[src/rtl/switch_playback.sv]
// Replays (level, duration) entries from the recorder's ring buffer onto play_switch.
// play_switch, busy and done are registered; rd_en/rd_addr are decoded from the state.
module switch_playback #(
  parameter int DEPTH    = 20,
  parameter int IDX_W    = 5,
  parameter int DUR_W    = 8,
  parameter int TICK_DIV = 100
) (
  input  logic             Div_CLK,
  input  logic             Rst_n,
  input  logic             start,
  input  logic             abort,
  input  logic             loop_en,
  input  logic [IDX_W-1:0] start_idx,
  input  logic [IDX_W:0]   num_entries,
  output logic             rd_en,
  output logic [IDX_W-1:0] rd_addr,
  input  logic             rd_level,
  input  logic [DUR_W-1:0] rd_dur,
  output logic             play_switch,
  output logic             busy,
  output logic             done
);

  localparam int PRE_W = (TICK_DIV > 1) ? $clog2(TICK_DIV) : 1;
  localparam logic [PRE_W-1:0] PRE_LAST = PRE_W'(TICK_DIV - 1);
  localparam logic [IDX_W-1:0] IDX_LAST = IDX_W'(DEPTH - 1);

  typedef enum logic [2:0] {S_IDLE, S_FETCH, S_WAIT, S_PLAY, S_DONE} state_t;

  state_t           state_q, state_d;
  logic [IDX_W-1:0] idx_q, idx_d, base_q, base_d;
  logic [IDX_W:0]   num_q, num_d, cnt_q, cnt_d, cnt_inc;
  logic [DUR_W-1:0] tick_q, tick_d;
  logic [PRE_W-1:0] pre_q, pre_d;
  logic             lvl_q, lvl_d, play_q, play_d, busy_q, busy_d, done_q, done_d;
  logic             accept, killed, skip, tick_end, entry_end, list_end;

  assign accept    = (state_q == S_IDLE) && start && !abort;
  assign killed    = abort && (state_q != S_IDLE);
  assign cnt_inc   = cnt_q + 1'b1;
  assign list_end  = (cnt_inc == num_q);
  assign skip      = (state_q == S_WAIT) && (rd_dur == '0);
  assign tick_end  = (state_q == S_PLAY) && (pre_q == PRE_LAST) && (tick_q == DUR_W'(1));
  assign entry_end = skip || tick_end;

  // State register
  always_ff @(posedge Div_CLK or negedge Rst_n) begin
    if (!Rst_n) state_q <= S_IDLE;
    else        state_q <= state_d;
  end

  // Next-state logic
  always_comb begin
    state_d = state_q;
    if (killed) begin
      state_d = S_IDLE;
    end else begin
      case (state_q)
        S_IDLE:  if (accept) state_d = (num_entries != '0) ? S_FETCH : S_DONE;
        S_FETCH: state_d = S_WAIT;
        S_WAIT:  if (skip) state_d = (list_end && !loop_en) ? S_DONE : S_FETCH;
                 else      state_d = S_PLAY;
        S_PLAY:  if (tick_end) state_d = (list_end && !loop_en) ? S_DONE : S_FETCH;
        S_DONE:  state_d = S_IDLE;
        default: state_d = S_IDLE;
      endcase
    end
  end

  // Decoded outputs
  always_comb begin
    rd_en   = (state_q == S_FETCH);
    rd_addr = idx_q;
  end

  always_comb begin
    idx_d  = idx_q;
    base_d = base_q;
    num_d  = num_q;
    cnt_d  = cnt_q;
    tick_d = tick_q;
    pre_d  = pre_q;
    lvl_d  = lvl_q;
    if (accept && (num_entries != '0)) begin
      idx_d  = start_idx;
      base_d = start_idx;
      num_d  = num_entries;
      cnt_d  = '0;
    end
    if ((state_q == S_WAIT) && !skip) begin
      lvl_d  = rd_level;
      tick_d = rd_dur;
      pre_d  = '0;
    end
    if (state_q == S_PLAY) begin
      if (pre_q == PRE_LAST) begin
        pre_d  = '0;
        tick_d = tick_q - 1'b1;
      end else begin
        pre_d = pre_q + 1'b1;
      end
    end
    // End of list always rewinds; a non-looping pass simply never fetches again
    if (entry_end) begin
      if (list_end) begin
        idx_d = base_q;
        cnt_d = '0;
      end else begin
        idx_d = (idx_q == IDX_LAST) ? '0 : idx_q + 1'b1;
        cnt_d = cnt_inc;
      end
    end
    play_d = lvl_q;
    if (killed || (state_q == S_DONE)) begin
      lvl_d  = 1'b0;
      play_d = 1'b0;
    end
    busy_d = (state_d == S_FETCH) || (state_d == S_WAIT) || (state_d == S_PLAY);
    done_d = (state_q == S_DONE) && !abort;
  end

  always_ff @(posedge Div_CLK or negedge Rst_n) begin
    if (!Rst_n) begin
      idx_q  <= '0;
      base_q <= '0;
      num_q  <= '0;
      cnt_q  <= '0;
      tick_q <= '0;
      pre_q  <= '0;
      lvl_q  <= 1'b0;
      play_q <= 1'b0;
      busy_q <= 1'b0;
      done_q <= 1'b0;
    end else begin
      idx_q  <= idx_d;
      base_q <= base_d;
      num_q  <= num_d;
      cnt_q  <= cnt_d;
      tick_q <= tick_d;
      pre_q  <= pre_d;
      lvl_q  <= lvl_d;
      play_q <= play_d;
      busy_q <= busy_d;
      done_q <= done_d;
    end
  end

  assign play_switch = play_q;
  assign busy        = busy_q;
  assign done        = done_q;

endmodule

[config.mk]
export PLATFORM = sky130hd
export DESIGN_NAME = switch_playback
export DESIGN_NICKNAME = d
export VERILOG_FILES = /design/src/rtl/switch_playback.sv
export SDC_FILE = /design/constraint.sdc
export NUM_CORES = 1
export LEC_CHECK = 0
export ABC_AREA = 1
export CAP_MARGIN = 20
export CORE_UTILIZATION = 55
export DETAILED_ROUTE_END_ITERATION = 10
export PLACE_DENSITY = 0.89
export SLEW_MARGIN = 20
export SYNTH_ARGS = -nofsm -noshare
export SYNTH_HDL_FRONTEND = slang
export SYNTH_SLANG_ARGS = --single-unit
[constraint.sdc]
create_clock -name Div_CLK -period 2.1 [get_ports Div_CLK]
set_input_delay 0.42 -clock Div_CLK [delete_from_list [all_inputs] [get_ports Div_CLK]]
set_output_delay 0.42 -clock Div_CLK [all_outputs]
set_load 0.02 [all_outputs]
==> impl_results.md, run 1 <==
* Switching power at 1490 uW
* Clk_lat worst skew at between 300 and 400 ps
* VDD IR max at 722 uV
* Status: finished, final reports clean
* Top_reg_cell synth: dfrtp_1
* Commonest non-fill, non-tap cells in the layout: nand2_1, dfrtp_1, inv_1
* I/O Pins at 34
* Clock skew at 8.18 ps
* Vias/cell at 5.56
* CP max stage delay at slightly below 500 ps
* Clock Power Share at 18.9%
* Die Width at 70.1 microns
* Starting Density at ~58%
* Distinct cells, synth at 35
* Syn. warnings at 0
* DRC Markers at 0
* Antenna viol nets, final at 0
* Maximum fanout along the worst path at 10
* Layout cells sized above 1 at 10.8%
* Seq/Total Area, Yosys at 43.2%
* WP data required at 2300 ps
* Crit share post-route at 92.4%
* Syn Nets at 360
* # diodes at 0
* Sequential share of power at 39.1%
* Arrival @ worst endpoint at 2140 ps
* Crit path top cell by count: nand2_1
* Slew at the pin with the worst max-slew slack at 541 ps
* Max-slew headroom at approximately 64%
* RSZ-0062 raised after global routing: false
* Hold Crit Class: input port to asynchronous set/reset pin
* Nets at about 400
* Clock transition at the registers of the reported paths at 90 ps
* Antenna violations before repair at 0
* Final GP Congestion at 0.866
* Crit path from: cnt_q[0]
* Port buffer count at 33
* GRT Overall Usage at between 20% and 30%
* P_int at around 2100 uW
* Drt total wl at approximately 5.7 mm
* Sink Count at 44
* Fill count at 339
* Total number of vias at 2358
* H-tree depth at 2
* Core Area at 4410 sq um
* Mapped cell area at ~2500 sq um
* Reg2Reg Launch Point: cnt_q[0]
* Final Power at 3620 uW
* Max capacitance violation total at 0
* Post-synth EDFFs at 0
* Crit end category: flip-flop
* Initial DRC count at 203
* Synth Area per Inst at 7.73 sq um
* Clock root buffer: clkbuf_8
* P&R area growth vs syn at 20.3%
* Post-synthesis cell count at 330
* Vias in the first global route at approximately 2300
* GR Overflow Total at 0
* Largest net degree at the start of global routing at 25
* Critical path class: flip-flop to flip-flop
* CTS buffer count at 5
* Clock tree buffer depth at 2
* Site row count at 24
* Hpwl dp at 4.17 mm
* Global-route wire length before repair at about 10 mm
* Most common cell after layout, fill and taps aside: nand2_1
* Pre-antenna DRT Iters at 5
* Comb pwr share at 42.0%
* Final setup viols at 0
* Final setup TNS at 0 ps
* Peak Freq at 515 MHz
* Static leakage at 0.00145 uW
* Hold Fails Final Rpt at 0
* Wire per inst at between 10 and 15 microns
* Pins Over Slew Limit at 0
* CTS tree: built
* PD cells at 1180 nW/um^2
* Slowest-stage cell, CP: dfrtp_1
* Synth Register Bits at 44
* Final min period at 1940 ps
* Die height at 70.1 microns
* Startpoint types: flip-flop
* Critical Path, Cell by Cell: ha_1 -> inv_1 -> nand2_1 -> nand2_1 -> nand2_1 -> nand2_1 -> nand3_1 -> nor2_4 -> nand2_4 -> nand2_1 -> o21ai_1 -> nand2_1 -> nand3_1
* Asr flop ratio synth at 100%
* Final core utilization at 69.5%
* Die ar. at between 4000 and 5000 sq um
* Switching Fraction at 41.3%
## what timing repair did
item                                    CTS  global route
buffers inserted                          0             0
endpoints found under the setup margin    1             0
hold buffers                              0             0
resized for setup                         1             0
## sequential cells by signal (all words and copies together), names as in the netlist
signal       count
base_q           5
busy             1
cnt_q            6
done             1
lvl_q            1
num_q            6
play_switch      1
pre_q            7
rd_addr          5
state_q          3
tick_q           8
## per-layer routing
metal	track usage [%]	share of wire, %	wire [microns]
met1	33.8	43	2460
met2	42.8	50	2850
met3	5.05	5.6	321
met4	10.7	1.4	78
met5	0	0	0
## cells in the mapped netlist (all sizes together) (2+ instances only)
cell type / number / area, sq um
o21ai: 24 / 124
ha: 5 / 62.6
a31oi: 3 / 18.8
nor2: 29 / 131
buf: 5 / 31.3
dfrtp: 44 / 1100
o22ai: 7 / 43.8
nand3: 23 / 125
nand4: 9 / 56.3
nor3: 8 / 67.6
inv: 52 / 195
a32o: 3 / 30.0
a211oi: 2 / 15.0
xor2: 3 / 26.3
a21oi: 14 / 73.8
o221ai: 2 / 17.5
nand2: 91 / 383
## worst paths after layout
check,endpoint,cells after the start,slack [ps]
min,rd_addr[1],1,80
min reg2reg,base_q[4],2,490
max in group asynchronous,tick_q[7],2,1430
max reg2reg,rd_addr[1],13,160
min in group Div_CLK,base_q[4],2,490
max,rd_addr[1],13,160
## critical path: cells and delay by family (launching register included)
family,cells,cell delay [ps]
AOI/OAI and AO/OA,1,60
adders and majority gates,1,300
and+or+nand+nor,10,900
DFF,1,490
buffers and inverters,1,70
## stage by stage
| stage | cell area, sq um | hold slack [ps] | worst slack (ps) | cells |
|---|---|---|---|---|
| after floorplan | 2550 | 124 | 433 | 330 |
| after global placement | 2950 | 442 | 152 | 416 |
| after detailed placement | 2950 | 438 | 101 | 416 |
| after CTS | 3070 | 104 | 165 | 424 |
| after global routing | 3070 | 116 | 4.02 | 424 |
| final | 3070 | 84.2 | 159 | 424 |
## power groups by stage
stage / Sequential [uW] / Combinational (uW) / Clock (uW)
final: 1410 / 1520 / 685
after global routing: 1450 / 1730 / 732
after CTS: 1400 / 1510 / 692
after detailed placement: 1410 / 1510 / 0
after global placement: 1400 / 1450 / 0
after floorplan: 1440 / 971 / 0
## area by class of cell
cell class              count  area (sq um)  share of cell area [%]
multi-input cells         229          1220                    39.8
flip-flops and latches     44          1100                    35.9
repair buffers             39           369                    12.0
inverters                  52           195                    6.36
clock buffers               5          68.8                    2.24
well taps                  52          65.1                    2.12
clock inverters             3          46.3                    1.51
## logic make-up after synthesis
kind of cell | share of synthesized area [%]
xor gates and xnor gates | 1.37
AOI/OAI and AO/OA | 13.9
DFF | 43.2
adders and majority gates | 2.45
buffers and inverters | 8.88
and+or+nand+nor | 30.2
No activity file was read; power rests on OpenSTA's default activity.
==> inputs of run 2 (changes only) <==
--- a/config.mk
+++ b/config.mk
@@ -14,3 +14,4 @@
 export SYNTH_ARGS = -nofsm -noshare
 export SYNTH_HDL_FRONTEND = slang
 export SYNTH_SLANG_ARGS = --single-unit
+export TNS_END_PERCENT = 30
==> results of run 2 <==
No change in the layout: final DEF, timing and power equal those of run 1.
==> inputs of run 3 (changes only) <==
==> constraint.sdc (replaced) <==
create_clock -name Div_CLK -period 2 [get_ports Div_CLK]
set_input_delay 0.4 -clock Div_CLK [delete_from_list [all_inputs] [get_ports Div_CLK]]
set_output_delay 0.4 -clock Div_CLK [all_outputs]
set_load 0.02 [all_outputs]
==> run 3 against run 2 <==
  * Sequential cell count unchanged
  * Via count decreased by 0.21%
  * Largest cell class unchanged
  * Core utilization increased by 0.88 points
  * Register-to-register slack got worse by 30 ps
  * Sequential share of layout area decreased by 0.45 points
  * Cell count increased by 0.94%
  * Die area unchanged
  * Global-route usage about the same
==> impl_results.md, run 3 (synthesized netlist as in run 1, its figures left out) <==
* Core Area at between 4000 and 5000 sq um
* Die height at 70.1 microns
* Layout cells sized above 1 at between 10% and 20%
* Crit share post-route at ~94%
* Wire per inst at 13.7 microns
* Clock root buffer: clkbuf_8
* Worst hold margin at 490 ps
* Clock transition at the registers of the reported paths at around 90 ps
* Reg2Reg Launch Point: cnt_q[1]
* Vias/cell at about 5.5
* Clock skew at 9.43 ps
* Max FFs per register at 8
* Clk_lat worst skew at around 300 ps
* GR Overflow Total at 0
* Final GP Congestion at 0.889
* Initial DRC count at 192
* Sink Count at 44
* Final min period at 1870 ps
* Max-slew headroom at 76.3%
* Maximum fanout along the worst path at 3
* Reg-to-reg slack, setup at approximately 130 ps
* Final setup TNS at 0 ps
* P&R area growth vs syn at 21.8%
* Final setup viols at 0
* Commonest non-fill, non-tap cells in the layout: nand2_1, dfrtp_1, inv_1
* Critical path class: flip-flop to output port
* Site row count at 24
* Die Width at 70.1 microns
* Hold Fails Final Rpt at 0
* Area occupied by multi-input gates at about 1200 sq um
* Post-route worst setup slack at 128 ps
* GRT Overall Usage at 26.0%
* Peak Freq at ~530 MHz
* Hold Crit Class: flip-flop to flip-flop
* Antenna viol nets, final at 0
* # diodes at 0
* Pre-antenna DRT Iters at 7
* I/O Pins at 34
* Crit end category: output port
* Post-place setup slack at 39.5 ps
* Worst Hold Path Cells at 2
* Max capacitance violation total at 0
* Drt total wl at 5.85 mm
* Hpwl dp at approximately 4.3 mm
* CTS buffer count at 5
* H-tree depth at 2
* Antenna violations before repair at 0
* Total number of vias at 2353
* Hold endpoint: base_q[4]
* Static leakage at around 0.0015 uW
* RSZ-0062 raised after global routing: false
* Die ar. at 4910 sq um
* Depth of the most critical reg-to-reg path at 11
* Most common cell after layout, fill and taps aside: nand2_1
* Port buffer count at 33
* Status: finished, final reports clean
* Biggest register: tick_q
* Largest net degree at the start of global routing at 17
* Global-route wire length before repair at 10.1 mm
* Arrival @ worst endpoint at 1470 ps
* RR Endpoint: rd_addr[1]
* Nets at 405
* PD cells at 1230 nW/um^2
* Post-CTS setup buffer count at 0
* Starting Density at 57.8%
* Vias in the first global route at 2293
* Pins Over Slew Limit at 0
* DRC Markers at 0
* Clock tree buffer depth at 2
* WP data required at 1600 ps
* Fill count at 328
* VDD IR max at a little over 800 uV
* CTS tree: built
* Slew at the pin with the worst max-slew slack at 352 ps
* FF+latch area at 1100 sq um
* Top flop regs: tick_q (8), pre_q (7)
* Startpoint types: flip-flop
* Min-delay src: base_q[4]
run 3: changes by cell type in the layout (fill, tap and decap cells not counted), sizes merged:
cell | before | now
buf | 7 | 10
dlygate4sd3 | 0 | 1
clkinv | 0 | 1
inv | 53 | 52
clkbuf | 5 | 6
clkinvlp | 1 | 0
run 3: worst max path at each step:
stage,startpoint,to,slack (ps)
2_1_floorplan,cnt_q[0],rd_addr[3],330
6_report,state_q[0],rd_en,130
4_1_cts,state_q[0],rd_en,120
3_3_place_gp,rd_dur[0],cnt_q[5],70
5_1_grt,cnt_q[1],busy,0.1
3_5_place_dp,rd_dur[0],tick_q[0],40
run 3: power breakdown:
group | switching [uW] | internal [uW] | total [uW] | leakage, uW
Combinational | 966 | 658 | 1620 | 0.000853
Sequential | 274 | 1210 | 1480 | 0.000567
Clock | 319 | 409 | 727 | 0.0000614
Total | 1560 | 2270 | 3830 | 0.00148
run 3: metal layers:
metal	global-route usage, %	wire length [microns]	vias up
li1	-	-	1178
met1	32.8	2530	1089
met2	45.2	2930	74
met3	5.48	295	12
met4	7.33	100	0
met5	0	0	-
run 3: timing repair:
| item | in CTS | in global routing |
|---|---|---|
| resized for setup | 1 | 0 |
| hold buffers | 1 | 0 |
| endpoints found under the hold margin | 11 | 0 |
| setup endpoints to repair | 1 | 0 |
run 3: cell type report:
| type | count | share of cell area [%] |
|---|---|---|
| multi-input cells | 229 | 39.3 |
| flip-flops and latches | 44 | 35.4 |
| repair buffers | 43 | 12.9 |
| inverters | 52 | 6.28 |
| clock buffers | 6 | 2.66 |
| well taps | 52 | 2.09 |
| clock inverters | 2 | 1.25 |
run 3: worst max-delay path: stages (launching register included):
cell and delay, ps:
dfrtp_1 450, inv_1 80, nor3_1 260, dlygate4sd2_1 380
run 3: stage by stage:
step	power, uW	area [sq um]	util (%)	std cells
after floorplan	2530	2550	-	330
after global placement	3000	2980	67.4	419
after detailed placement	3080	2980	67.4	419
after CTS	3830	3110	70.4	428
after global routing	4100	3110	70.4	428
final	3830	3110	70.4	428
